===== src/rtl/auto_gain_controller_if.sv =====
// Scaler-side bus of the auto gain controller: sample stream and mode select in, gain factor and window statistics out.
interface auto_gain_controller_if;
   logic               sample_valid;
   logic signed [11:0] wave_in;
   logic               auto_en;
   logic        [3:0]  manual_factor;
   logic        [3:0]  amplitude_factor;
   logic               factor_changed;
   logic               clip_flag;
   logic        [11:0] peak_out;

   modport master (
      output sample_valid, wave_in, auto_en, manual_factor,
      input  amplitude_factor, factor_changed, clip_flag, peak_out
   );

   modport slave (
      input  sample_valid, wave_in, auto_en, manual_factor,
      output amplitude_factor, factor_changed, clip_flag, peak_out
   );
endinterface


===== src/rtl/auto_gain_controller.sv =====
// Windowed peak/clip tracker that steps amplitude_factor; new factor lands 2 cycles after the last window sample.
// No backpressure (samples taken whenever sample_valid); AGC_FAST_ATTACK_EN makes a clipped sample end the window early.
module auto_gain_controller #(
   parameter int WIN_LEN     = 4096,
   parameter int SETTLE_LEN  = 16,
   parameter int HI_THRESH   = 1900,
   parameter int LO_THRESH   = 900,
   parameter int MIN_FACTOR  = 1,
   parameter int MAX_FACTOR  = 15,
   parameter int INIT_FACTOR = 8
) (
   input  logic                   clk,
   input  logic                   rst,
   auto_gain_controller_if.slave  bus
);
   localparam int               CNT_W       = $clog2(WIN_LEN);
   localparam logic [CNT_W-1:0] WIN_LAST    = CNT_W'(WIN_LEN - 1);
   localparam logic [CNT_W-1:0] SETTLE_LAST = CNT_W'(SETTLE_LEN - 1);
   localparam logic [11:0]      HI_LIM      = 12'(HI_THRESH);
   localparam logic [11:0]      LO_LIM      = 12'(LO_THRESH);
   localparam logic [3:0]       MIN_F       = 4'(MIN_FACTOR);
   localparam logic [3:0]       MAX_F       = 4'(MAX_FACTOR);
   localparam logic [3:0]       INIT_F      = 4'(INIT_FACTOR);

   typedef enum logic [1:0] {
      IDLE    = 2'd0,
      MEASURE = 2'd1,
      DECIDE  = 2'd2,
      SETTLE  = 2'd3
   } state_t;

   state_t           state_q,     state_d;
   logic [3:0]       factor_q,    factor_d;
   logic             changed_q,   changed_d;
   logic             clip_flag_q, clip_flag_d;
   logic [11:0]      peak_out_q,  peak_out_d;
   logic [11:0]      peak_acc_q,  peak_acc_d;
   logic             clip_acc_q,  clip_acc_d;
   logic [CNT_W-1:0] cnt_q,       cnt_d;

   logic [11:0]      mag;
   logic             sample_clip;
   logic             fast_trip;
   logic [3:0]       base_factor;
   logic [3:0]       next_factor;

   // Two's-complement negate keeps -2048 as 0x800, i.e. 2048 unsigned.
   always_comb begin
      mag         = bus.wave_in[11] ? (~bus.wave_in + 12'd1) : bus.wave_in;
      sample_clip = ($unsigned(bus.wave_in) == 12'h7FF) || ($unsigned(bus.wave_in) == 12'h800);
   end

`ifdef AGC_FAST_ATTACK_EN
   assign fast_trip = sample_clip;
`else
   assign fast_trip = 1'b0;
`endif

   // A manual factor carried in from IDLE is pulled into range before the step is applied.
   always_comb begin
      if (factor_q < MIN_F) begin
         base_factor = MIN_F;
      end else if (factor_q > MAX_F) begin
         base_factor = MAX_F;
      end else begin
         base_factor = factor_q;
      end

      next_factor = base_factor;
      if (clip_acc_q || (peak_acc_q > HI_LIM)) begin
         if (base_factor > MIN_F) begin
            next_factor = base_factor - 4'd1;
         end
      end else if (peak_acc_q < LO_LIM) begin
         if (base_factor < MAX_F) begin
            next_factor = base_factor + 4'd1;
         end
      end
   end

   always_comb begin
      state_d     = state_q;
      factor_d    = factor_q;
      changed_d   = 1'b0;
      clip_flag_d = clip_flag_q;
      peak_out_d  = peak_out_q;
      peak_acc_d  = peak_acc_q;
      clip_acc_d  = clip_acc_q;
      cnt_d       = cnt_q;

      case (state_q)
         IDLE: begin
            factor_d   = bus.manual_factor;
            peak_acc_d = '0;
            clip_acc_d = 1'b0;
            cnt_d      = '0;
            if (bus.auto_en) begin
               state_d = MEASURE;
            end
         end

         MEASURE: begin
            if (bus.sample_valid) begin
               peak_acc_d = (mag > peak_acc_q) ? mag : peak_acc_q;
               clip_acc_d = clip_acc_q | sample_clip;
               cnt_d      = cnt_q + 1'b1;
               if ((cnt_q == WIN_LAST) || fast_trip) begin
                  state_d = DECIDE;
               end
            end
         end

         DECIDE: begin
            peak_out_d  = peak_acc_q;
            clip_flag_d = clip_acc_q;
            factor_d    = next_factor;
            changed_d   = (next_factor != factor_q);
            peak_acc_d  = '0;
            clip_acc_d  = 1'b0;
            cnt_d       = '0;
            state_d     = (next_factor != factor_q) ? SETTLE : MEASURE;
         end

         SETTLE: begin
            if (bus.sample_valid) begin
               if (cnt_q == SETTLE_LAST) begin
                  cnt_d   = '0;
                  state_d = MEASURE;
               end else begin
                  cnt_d = cnt_q + 1'b1;
               end
            end
         end

         default: begin
            state_d = IDLE;
         end
      endcase

      // Leaving auto mode drops the partial window but keeps the last reported statistics.
      if ((state_q != IDLE) && !bus.auto_en) begin
         state_d     = IDLE;
         factor_d    = bus.manual_factor;
         changed_d   = 1'b0;
         clip_flag_d = clip_flag_q;
         peak_out_d  = peak_out_q;
         peak_acc_d  = '0;
         clip_acc_d  = 1'b0;
         cnt_d       = '0;
      end
   end

   always_ff @(posedge clk) begin
      if (rst) begin
         state_q     <= IDLE;
         factor_q    <= INIT_F;
         changed_q   <= 1'b0;
         clip_flag_q <= 1'b0;
         peak_out_q  <= '0;
         peak_acc_q  <= '0;
         clip_acc_q  <= 1'b0;
         cnt_q       <= '0;
      end else begin
         state_q     <= state_d;
         factor_q    <= factor_d;
         changed_q   <= changed_d;
         clip_flag_q <= clip_flag_d;
         peak_out_q  <= peak_out_d;
         peak_acc_q  <= peak_acc_d;
         clip_acc_q  <= clip_acc_d;
         cnt_q       <= cnt_d;
      end
   end

   assign bus.amplitude_factor = factor_q;
   assign bus.factor_changed   = changed_q;
   assign bus.clip_flag        = clip_flag_q;
   assign bus.peak_out         = peak_out_q;
endmodule


===== src/flat_wrapper.sv =====
// flat-port wrapper written by rule: the top's interface ports become plain ports
module auto_gain_controller_flat 
#(
   parameter int WIN_LEN     = 4096,
   parameter int SETTLE_LEN  = 16,
   parameter int HI_THRESH   = 1900,
   parameter int LO_THRESH   = 900,
   parameter int MIN_FACTOR  = 1,
   parameter int MAX_FACTOR  = 15,
   parameter int INIT_FACTOR = 8
)
  (clk, rst, bus_sample_valid, bus_wave_in, bus_auto_en, bus_manual_factor, bus_amplitude_factor, bus_factor_changed, bus_clip_flag, bus_peak_out);
  auto_gain_controller_if bus_i ();
  input  logic clk;
  input  logic rst;
  input wire logic [$bits(bus_i.sample_valid)-1:0] bus_sample_valid;
  input wire logic [$bits(bus_i.wave_in)-1:0] bus_wave_in;
  input wire logic [$bits(bus_i.auto_en)-1:0] bus_auto_en;
  input wire logic [$bits(bus_i.manual_factor)-1:0] bus_manual_factor;
  output wire logic [$bits(bus_i.amplitude_factor)-1:0] bus_amplitude_factor;
  output wire logic [$bits(bus_i.factor_changed)-1:0] bus_factor_changed;
  output wire logic [$bits(bus_i.clip_flag)-1:0] bus_clip_flag;
  output wire logic [$bits(bus_i.peak_out)-1:0] bus_peak_out;
  assign bus_i.sample_valid = bus_sample_valid;
  assign bus_i.wave_in = bus_wave_in;
  assign bus_i.auto_en = bus_auto_en;
  assign bus_i.manual_factor = bus_manual_factor;
  assign bus_amplitude_factor = bus_i.amplitude_factor;
  assign bus_factor_changed = bus_i.factor_changed;
  assign bus_clip_flag = bus_i.clip_flag;
  assign bus_peak_out = bus_i.peak_out;
  auto_gain_controller #(.WIN_LEN(WIN_LEN), .SETTLE_LEN(SETTLE_LEN), .HI_THRESH(HI_THRESH), .LO_THRESH(LO_THRESH), .MIN_FACTOR(MIN_FACTOR), .MAX_FACTOR(MAX_FACTOR), .INIT_FACTOR(INIT_FACTOR)) u_core (.clk(clk), .rst(rst), .bus(bus_i));
endmodule

===== config.mk =====
export PLATFORM = sky130hd
export DESIGN_NAME = auto_gain_controller_flat
export DESIGN_NICKNAME = d
export VERILOG_FILES = /design/src/rtl/auto_gain_controller_if.sv /design/src/rtl/auto_gain_controller.sv /design/src/flat_wrapper.sv
export SDC_FILE = /design/constraint.sdc
export NUM_CORES = 1
export LEC_CHECK = 0
export CORE_MARGIN = 4
export CORE_UTILIZATION = 45
export DETAILED_ROUTE_END_ITERATION = 16
export MAX_ROUTING_LAYER = met4
export PLACE_DENSITY = 0.79
export SLEW_MARGIN = 20
export SYNTH_ARGS = -nofsm -noshare
export SYNTH_HDL_FRONTEND = slang
export SYNTH_SLANG_ARGS = --single-unit

===== constraint.sdc =====
create_clock -name clk -period 4.4 [get_ports clk]
set_input_delay 0.88 -clock clk [delete_from_list [all_inputs] [get_ports clk]]
set_output_delay 0.88 -clock clk [all_outputs]
set_load 0.03 [all_outputs]

**Word level (Yosys, flattened, before mapping)**

Index checks and enable logic that the tools add are counted.

- Logic and storage cells: 78
- Bits of input ports: 20
- Flip-flop bits (word level): 45

- Magnitude comparators: 7
- Reductions and logical operators: 16
- Bitwise logic cells: 4
- Add/sub/neg operators: 4
- Equality and inequality tests: 14
- Multiplexer cells: 25

Operators with widths:

| operator | number |
|---|---|
| $mux 12 | 6 |
| $pmux 12 s3 | 1 |
| $mux 4 | 7 |
| $add 12x1->12 const B | 2 |
| $eq 12x12->1 const B | 2 |
| $pmux 12 s2 | 1 |
| $eq 12x11->1 const B | 1 |
| $eq 12x4->1 const B | 1 |
| $gt 12x11->1 const B | 1 |
| $gt 12x12->1 | 1 |
| $lt 12x10->1 const B | 1 |
| $mux 2 | 6 |
| $not 12->12 | 1 |
| $pmux 2 s4 | 1 |
| $pmux 4 s2 | 1 |
| $ne 2x1->1 const B | 3 |
| $ne 2x2->1 const B | 3 |
| $reduce_and 2->1 | 3 |
| $reduce_and 5->1 | 1 |
| $add 4x1->4 const B | 1 |
| $eq 2x2->1 const B | 2 |
| $gt 4x1->1 const B | 1 |
| $gt 4x4->1 const B | 1 |
| $lt 4x1->1 const B | 1 |
| 17 further kinds | 21 |

**Depth between registers and ports, before layout**

- Word-level depth: 10
- Mapped depth: 14
- Depth with buffers taken out: 13

**Least setup slack after synthesis**

Ideal clock, no wire load.

- Path type: in2reg
- Start: in bus_wave_in[1]
- End: reg u_core.peak_acc_q[10]
- Arrival time: 3.642 ns
- Library setup time: 0.072 ns
- Path slack: 0.686 ns
- Cell stages on the path: 12
- Buffers on the path: 1
- Data required time: 4.328 ns
- Cell sequence: or3_1 > or3_1 > o31ai_1 > xor2_1 > inv_1 > ha_1 > nand4_1 > or2_1 > a221oi_1 > nand3b_1 > buf_2 > mux2i_1

- Cells in the longest elaborated chain, start to end: 6

RTL lines:

| what | RTL line | source |
|---|---|---|
| start: declaration | flat_wrapper.sv:17 | `input wire logic [$bits(bus_i.wave_in)-1:0] bus_wave_in;` |
| $not 12->12 | auto_gain_controller.sv:49 | `mag = bus.wave_in[11] ? (~bus.wave_in + 12'd1) : bus.wave_in;` |
| $add 12x1->12 | auto_gain_controller.sv:49 |  |
| $mux 12 * | auto_gain_controller.sv:49 |  |
| $gt 12x12->1 / $mux 12 (equally long branches) | auto_gain_controller.sv:104 | `peak_acc_d = (mag > peak_acc_q) ? mag : peak_acc_q;` |
| $ne 2x1->1 (no source line) / $mux 12 (equally long branches) | n/a |  |
| $reduce_and 3->1 (no source line) / $pmux 12 s2 (equally long branches) | n/a |  |
| end signal: assignment | auto_gain_controller.sv:169 | `peak_acc_q <= peak_acc_d;` |
| end: declaration | auto_gain_controller.sv:37 | `logic [11:0] peak_acc_q, peak_acc_d;` |

Mark *: on every way between the ends. The rest lies on a longest branch, timed or not. The select of a mux whose other input is x is not followed.
A chain may end at the register's enable or synchronous reset.

**Final worst setup path**

- Start: in bus_wave_in[0]
- End: reg u_core.peak_acc_q[3]

Same word-level chain as after synthesis.

==> impl_metrics.csv <==
group,metric,value,unit
status,status,"finished clean",
synthesis,synth_warnings,0,
synthesis,synth_edf_count,0,
timing,finalHoldViolCount,0,
clocking,cts_made_buffers,5,
clocking,htreeDepth,2,
run,drv_cap,0,
global_route,met1_usage,25.3,%
timing,clock-skew-final,7.69,ps
placed_design,dp_hpwl,5600,um
routing,wl_per_cell,14.8,um
clocking,cts_buffer_depth,2,
power_and_ir_drop,powerDensity,398,nW/um2
timing,timing.fmax,0.241,GHz
power_and_ir_drop,ir_worst_vdd,0.000198,V
worst_setup_path,worstPathMaxFanout,4,
layout,final_nets,456,
power_and_ir_drop,p_comb_share,39.1,%
synthesis,synth_top_area_share,30.8,%
timing,setup_violations,0,
placed_design,placed_cells,482,
floorplan,die_w,88.7,um
routing,drtIter0Drc,144,
routing,wirelength,7270,um
floorplan,initial_core_util,46.1,%
placed_design,globalplace.congestion,0.944,
global_route,grt_pass1_vias,2682,
timing,final.period_utilization,94.2,%
global_route,grt_max_degree,21,
floorplan,die_y,88.7,um
synthesis,yosysMostFrequentCell,"nand2_1",
clocking,clkLatencyLatePin,300,ps
synthesis,syn_area,2930,um2
layout,n_antenna_cell,0,
clocking,clockRootBuffer,"clkbuf_8",
floorplan,rows,29,
layout,fin_cells,491,
timing,rsz0062_at_grt,"no",
synthesis,syn_area_per_cell,7.90,um2
power_and_ir_drop,power.switching,0.514,mW
synthesis,ys_async_sr_fraction,0,%
worst_setup_path,cp.arrival,4370,ps
power_and_ir_drop,power_frac_clock,26.6,%
routing,drc,0,
synthesis,ys_ff_latch,45,
power_and_ir_drop,p_leak,1.27,nW
layout,layout-drive-gt1-share,7.49,%
global_route,gr-usage-met3,2.98,%
routing,drt-pass1-iter-count,4,
global_route,grtUsageMet2,32.5,%
placed_design,port-buffer-count,37,
synthesis,ys_seq_area_share,30.8,%
worst_setup_path,endpoint_kind,"flip-flop",
routing,via_per_inst,5.68,
floorplan,ios,38,
power_and_ir_drop,pwr-share-seq,34.3,%
floorplan,die_area,7860,um2
global_route,grt_use_total,19.9,%
global_route,overflow,0,
timing,slew_violations,0,
power_and_ir_drop,p_int,0.907,mW
clocking,cts_tree,"done",
synthesis,syn-num-nets,414,
worst_setup_path,crit_required,4620,ps
routing,vias,2790,
global_route,grt_antenna_before_repair,0,
timing,tns,0,ps
synthesis,ys_top_cells_by_area,"dfxtp_1 (31%), ha_1 (9.8%), nand2_1 (7.3%)",
power_and_ir_drop,p_sw_share,36.2,%
synthesis,yosysUniqueCellTypes,57,
synthesis,synth_top_cell_by_area,"dfxtp_1",
clocking,cts.sinks,45,
timing,hold_ws,460,ps
worst_setup_path,critical_path_class,"in -> reg",
timing,period_minus_slack,4140,ps
clocking,cts.clk_slew.worst_paths,90,ps
timing,slew_headroom,36.1,%
global_route,top_usage_layer,"met2",
synthesis,synth_cells,371,
worst_setup_path,start_kind,"input port",
worst_hold_path,hold_path_class,"reg -> reg",
floorplan,core,6350,um2
synthesis,ys_top_cells_by_count,"nand2_1 (57), dfxtp_1 (45), nor2_1 (29)",
layout,synthToLayoutAreaGrowth,21.8,%
clocking,holdBufCountCts,0,
routing,drtAntennaViolNets,0,
synthesis,synthFlopType,"dfxtp_1",
timing,worstMarginPinSlew,955,ps
global_route,grt_pass1_wl,12200,um
power_and_ir_drop,power,1.42,mW
-- final timing paths --
kind / from / to / slack, ps / cells past startpoint
hold / removal: u_core.bus.peak_out[4] / u_core.bus.peak_out[4] / 460 / 2
setup reg to reg: u_core.state_q[0] / u_core.peak_acc_q[3] / 1880 / 7
hold reg to reg: u_core.bus.peak_out[4] / u_core.bus.peak_out[4] / 460 / 2
setup / recovery: bus_wave_in[0] / u_core.peak_acc_q[3] / 260 / 13
-- layout make-up --
| type | count | area, um2 |
|---|---|---|
| clock buffer | 5 | 68.8 |
| clock inverter | 3 | 65.1 |
| fill | 606 | 2780 |
| inverter | 25 | 93.8 |
| multi-input combinational | 286 | 1880 |
| sequential | 45 | 901 |
| tap | 77 | 96.3 |
| timing repair buffer | 50 | 468 |
-- power by group through the flow --
stage	Sequential [mW]	Combinational [mW]	Clock, mW
6_report	0.488	0.556	0.377
5_1_grt	0.495	0.609	0.394
4_1_cts	0.487	0.542	0.378
3_5_place_dp	0.496	0.538	0
3_3_place_gp	0.496	0.524	0
2_1_floorplan	0.500	0.358	0
-- cells by family after synthesis --
logic type	share of synthesized area, %
buf+inv	5.21
flops	30.8
fa+ha+maj	9.82
simple gates	25.4
xor+xnor	5.68
mux	3.16
compound gates	19.9
-- critical path, stage by stage --
cell             delay, ps
clkdlybuf4s50_1        470
or3_1                  390
or3_1                  380
o31ai_1                280
xor2_1                 220
inv_1                   60
ha_1                   290
nand4_1                150
or2_1                  280
a221oi_1               310
nand3b_1               280
buf_4                  190
mux2i_1                200
-- cells in the final DEF (no fill, tap or decap), types with 3 or more instances in the layout --
cell type | netlist | routed
or3_1 | 5 | 5
a31oi_1 | 3 | 3
nand2b_1 | 5 | 5
xnor2_1 | 15 | 15
mux2i_1 | 7 | 7
nor2_1 | 29 | 29
nor2b_1 | 5 | 5
o41ai_1 | 4 | 4
or2_2 | 3 | 3
dfxtp_1 | 45 | 45
nand3_1 | 11 | 11
clkdlybuf4s50_1 | 0 | 37
ha_1 | 23 | 23
nor3_1 | 9 | 9
o31ai_1 | 5 | 5
o21a_1 | 3 | 3
nand4_1 | 8 | 8
clkbuf_8 | 0 | 5
o21ai_0 | 11 | 11
nand2_1 | 57 | 57
o32ai_1 | 7 | 7
o211ai_1 | 3 | 3
inv_1 | 25 | 25
or2_1 | 3 | 3
a21oi_1 | 24 | 24
buf_4 | 0 | 13
xor2_1 | 4 | 4
-- metal layers --
metal / share of wire, % / wire length, um / up-vias
met5: 0 / 0 / -
met4: 1.2 / 84 / 0
met3: 5.1 / 367 / 10
met2: 48 / 3460 / 68
met1: 46 / 3350 / 1313
li1: - / - / 1399
-- sequential cells by signal, indices dropped and copies added (netlist names) --
signal	count
u_core.bus.amplitude_factor	4
u_core.bus.clip_flag	1
u_core.bus.factor_changed	1
u_core.bus.peak_out	12
u_core.clip_acc_q	1
u_core.cnt_q	12
u_core.peak_acc_q	12
u_core.state_q	2
-- what timing repair did --
| action | CTS | global route |
|---|---|---|
| buffers inserted | 0 | 1 |
| setup endpoints to repair | 0 | 2 |
| endpoints found under the hold margin | 0 | 0 |
| gates resized for setup | 0 | 1 |
-- stage by stage --
stage,worst slack [ps],util (%),area (um2)
after detailed placement,-51.8,54.0,3430
final,257,56.2,3570
after global routing,14.1,56.2,3570
after global placement,96.2,54.0,3430
after floorplan,686,-,2930
after CTS,244,56.1,3560
(Power assumes the default switching activity.)
==> variant 1, RTL diff (same settings) <==
Build with the macro `AGC_FAST_ATTACK_EN` defined.
--- a/src/rtl/auto_gain_controller.sv
+++ b/src/rtl/auto_gain_controller.sv
@@ -1,5 +1,7 @@
 // Windowed peak/clip tracker that steps amplitude_factor; new factor lands 2 cycles after the last window sample.
 // No backpressure (samples taken whenever sample_valid); AGC_FAST_ATTACK_EN makes a clipped sample end the window early.
+`define AGC_FAST_ATTACK_EN
+
 module auto_gain_controller #(
    parameter int WIN_LEN     = 4096,
    parameter int SETTLE_LEN  = 16,
Function: changed (a bounded check fails within 4 cycles, from zero or initial values and one cycle with rst high).
==> variant 1 against the original RTL <==
  * Synthesized area fell by 6.3%
  * Power shrank 16%
  * Sequential cell count unchanged
  * Design area is 7.2% lower
  * Routed wire length decreased by 13%
  * First-iteration DRC count down 14%
  * Setup slack improved by 0.47 ns
  * Clock skew grew 0.0017 ns
  * Clock power down 29%
  * Critical endpoint is now u_core.peak_acc_q[1]
  * Largest cell class unchanged
  * Largest power group is now registers
==> variant 1: results (changes against the original RTL) <==
Drt
  • Drt first pass iters: 4 (unchanged)
  • WL/cell: 13.72 um (-7.3%)
  • Vias post-DR: 2559 (-8.3%)
  • DR iter-0 viols: 124 (-14%)

Global route
  • GRT Total Usage: 18.78% (-1.1 points)
  • First-pass GRT wire length: 11070 um (-9.3%)
  • Largest net degree at the start of global routing: 21 (unchanged)
  • Vias in the first global route: 2461 (-8.2%)
  • Initial antenna violation count: 0 (unchanged)

Logic synthesis
  • Commonest cells post-synth: 58 x nand2_1, 45 x dfxtp_1, 27 x nor2_1, 26 x a21oi_1
  • Synth cell types: 45 (-21%)
  • Syn Nets: 389 (-6.0%)
  • Ys async rst share: 0% (unchanged)
  • Sequential fraction of the synthesis area: 32.83% (+2.1 points)
  • Top cells by area, synth: dfxtp_1 33%, ha_1 10%, nand2_1 7.9%, xnor2_1 4.8%, a21oi_1 4.7%
  • Top_reg_cell synth: dfxtp_1
  • Mapped Avg Cell Area: 7.930 um^2 (+0.45%)

CTS
  • Clock tree buffer depth: 2 (unchanged)
  • Post-CTS setup buffers: 0 (unchanged)
  • CTS Buf Count: 5 (unchanged)
  • Clock transition at path regs: 0.10 ns
  • Root buf cell: clkbuf_8
  • H-tree lvl count: 2 (unchanged)
  • CTS resizes: 0 (unchanged)

Power
  • Max VDD drop: 0.0001932 V (-2.3%)
  • Leakage power: 1.198 nW (-5.9%)

Placed design
  • Post-Place Cells: 453 (-6.0%)
  • Placer Congestion: 0.9459 (+0.16%)
  • DPL Wire Length: 4860 um (-13%)
  • Number of port buffers: 37 (unchanged)

Setup path
  • Critical path data arrival time: 3.89 ns (-0.48 ns)
  • Maximum fanout along the worst path: 12 (+8)
  • Slowest-stage cell, CP: clkdlybuf4s50_1
  • Max stage delay on crit path: 0.50 ns (+0.03 ns)

Timing
  • Slew headroom: 52.43% (+16 points)
  • Final setup fails: 0 (unchanged)
  • Max Slew Vio Count: 0 (unchanged)
  • Layout Skew: 0.009431 ns (+0.001738 ns)

Layout
  • Fin cells: 461 (-6.1%)
  • Share of post-route cells with drive strength above 1: 5.699% (-1.8 points)
  • Final nets: 428 (-6.1%)

Status
  • Status: complete, no violations
-- variant 1: logic make-up (layout without fill, tap and decap cells) --
family,after synthesis,count (layout),synth area share [%]
multiplexers,12,12,4.560
buffers and inverters,36,76,4.970
AO/OA/AOI/OAI,74,74,17.56
adder cells (fa/ha/maj),23,23,10.49
XOR/XNOR,21,21,6.703
flip-flops,45,45,32.83
AND/OR/NAND/NOR,135,135,22.89
-- variant 1: metrics by stage --
| step | cell area, um^2 | worst slack (ns) | total power [mW] |
|---|---|---|---|
| floorplan | 2744 | 0.6664 | 0.7956 |
| global placement | 3218 | 0.5559 | 0.9122 |
| detailed placement | 3218 | 0.4196 | 0.9254 |
| CTS | 3312 | 0.7508 | 1.194 |
| global route | 3312 | 0.4591 | 1.277 |
| finish | 3312 | 0.7250 | 1.190 |
-- variant 1: final timing paths --
path	depth (start not counted)	endpoint	startpoint	slack [ns]
setup reg to reg	8	u_core.state_q[1]	u_core.state_q[1]	1.80
setup / recovery	13	u_core.peak_acc_q[1]	bus_wave_in[4]	0.73
hold / removal	2	u_core.bus.peak_out[9]	u_core.bus.peak_out[9]	0.46
hold reg to reg	2	u_core.bus.peak_out[9]	u_core.bus.peak_out[9]	0.46
-- variant 1: power breakdown --
part | switching (mW) | leakage [nW] | internal, mW
logic | 0.257 | 0.789 | 0.187
registers | 0.0430 | 0.364 | 0.437
clock network | 0.152 | 0.0447 | 0.115
-- variant 1: cell type report --
class	count	area [um^2]
Clock buffer	5	68.82
Tap cell	75	93.84
Fill cell	565	2609
Sequential cell	45	900.9
Clock inverter	3	25.02
Timing Repair Buffer	45	430.4
Multi-Input combinational cell	265	1707
Inverter	23	86.33
-- variant 1: metal layers --
| metal | wire length [um] | track usage, % | vias up | part of all wire [%] |
|---|---|---|---|---|
| li1 | - | - | 1299 | - |
| met1 | 2918 | 23.35 | 1185 | 46 |
| met3 | 375 | 4.035 | 9 | 5.9 |
| met2 | 2948 | 29.78 | 66 | 47 |
| met4 | 83 | 7.050 | 0 | 1.3 |
| met5 | 0 | - | - | 0 |
-- variant 1: worst max-delay path, delay by kind of cell --
| kind | cells | cell delay, ns |
|---|---|---|
| AOI/OAI and AO/OA | 6 | 1.18 |
| buffers and inverters | 2 | 0.71 |
| xor gates and xnor gates | 1 | 0.18 |
| and+or+nand+nor | 3 | 0.63 |
| adders and majority gates | 1 | 0.30 |
==> variant 2, RTL diff (same flow settings) <==
Made on the original files. The 4 states of `state_t` get a Gray code encoding in 2 bits.
--- a/src/rtl/auto_gain_controller.sv
+++ b/src/rtl/auto_gain_controller.sv
@@ -23,10 +23,10 @@
    localparam logic [3:0]       INIT_F      = 4'(INIT_FACTOR);
 
    typedef enum logic [1:0] {
-      IDLE    = 2'd0,
-      MEASURE = 2'd1,
-      DECIDE  = 2'd2,
-      SETTLE  = 2'd3
+      IDLE    = 2'b00,
+      MEASURE = 2'b01,
+      DECIDE  = 2'b11,
+      SETTLE  = 2'b10
    } state_t;
 
    state_t           state_q,     state_d;
Function: same outputs for any inputs over 10 cycles, from zero or initial values and one cycle with rst high; not proved beyond that.
==> variant 2 against the original RTL <==
  * Maximum frequency is 4.3% higher
  * Hold slack worse by 0.0013 ns
  * Largest power group unchanged
  * Design area down 5.6%
  * Routed wire length shrank 15%
  * Critical path depth is 1 higher
  * Combinational power rose by 12%
  * Register-to-register slack improved by 0.18 ns
  * Via count is 9.0% lower
  * Sequential cell count stayed put
  * Setup slack improved by 0.17 ns
  * Count of clock-buffer cells in the layout rose by 1
  * Power is 1.8% higher
  * Synthesized area down 5.9%
  * Global-route usage is 2.0 points lower
==> variant 2: results (changes against the original RTL) <==
Status
  • Status: complete, no violations

Drt
  • Met1 Routed Length: 2900 um (-13%)
  • Met3 WL: 309 um (-16%)
  • DR iter-0 viols: 138 (-4.2%)
  • Vias post-DR: 2539 (-9.0%)
  • Drt first pass iters: 5 (+1)

Setup path
  • Max stage delay on crit path: 0.69 ns (+0.22 ns)
  • Critical path's top delay family: compound AO/OA/AOI/OAI gates
  • Reg2Reg Setup Slack: 2.06 ns (+0.18 ns)
  • Reg-to-Reg Start: u_core.bus.amplitude_factor[1]
  • End of the worst register-to-register path: u_core.state_q[0]
  • Worst reg2reg path depth: 9 (+2)
  • Critical path data arrival time: 4.21 ns (-0.16 ns)
  • Maximum fanout along the worst path: 11 (+7)
  • Slowest-stage cell, CP: a211oi_2

Placed design
  • Placer Congestion: 0.9055 (-4.1%)
  • DPL Wire Length: 4724 um (-16%)
  • Post-Place Cells: 452 (-6.2%)

Layout
  • Fillers: 570 (-5.9%)
  • Share of post-route cells with drive strength above 1: 7.013% (-0.47 points)

Logic synthesis
  • Sequential fraction of the synthesis area: 32.68% (+1.9 points)
  • XOR/XNOR Fraction of Synth Area: 6.355% (+0.67 points)
  • Synth cell types: 54 (-5.3%)
  • Commonest cells post-synth: 49 x nand2_1, 45 x dfxtp_1, 28 x nor2_1, 23 x a21oi_1, 22 x ha_1
  • Top cells by area, synth: dfxtp_1 33%, ha_1 10%, nand2_1 6.7%, xnor2_1 4.4%, a21oi_1 4.2%
  • Post-Synth Adder-Cell Area: 9.986% (+0.16 points)
  • Synth Area in Compound Gates: 21.43% (+1.5 points)
  • Cells after synthesis: 344 (-7.3%)
  • Syn Nets: 386 (-6.8%)

Global route
  • Vias in the first global route: 2234 (-17%)
  • M1 GR Usage: 24.27% (-1.0 points)
  • First-pass GRT wire length: 10570 um (-13%)
  • GR Layer Usage met2: 27.05% (-5.5 points)
  • Largest net degree at the start of global routing: 22 (+4.8%)

Power
  • Leakage power: 1.192 nW (-6.3%)
  • Max VDD drop: 0.0002326 V (+18%)

Worst hold path
  • Min-delay src: u_core.bus.peak_out[7]
  • Hold EP: u_core.bus.peak_out[7]
-- variant 2: cells by family after synthesis --
logic type / count (synthesis)
buffers and inverters: 36
XOR/XNOR: 20
AND/OR/NAND/NOR: 131
AO/OA/AOI/OAI: 86
flip-flops: 45
multiplexers: 4
adder cells (fa/ha/maj): 22
-- variant 2: per-stage QoR --
step / instance area [um^2] / setup slack, ns
final: 3367 / 0.4283
after global placement: 3238 / -0.07289
after detailed placement: 3243 / -0.1020
after global routing: 3367 / 0.1775
after floorplan: 2756 / 0.8709
after CTS: 3363 / 0.2068
-- variant 2: power by group --
group	internal [mW]	leakage (nW)	switching, mW
combinational	0.250	0.771	0.370
sequential	0.443	0.364	0.0573
clock	0.185	0.0574	0.142
-- variant 2: layout make-up --
cell class              instances  share of cell area, %
clock buffers                   6                  2.453
clock inverters                 2                  1.115
inverters                      21                  2.341
multi-input cells             263                  51.10
flip-flops and latches         45                  26.76
well taps                      75                  2.787
repair buffers                 48                  13.45
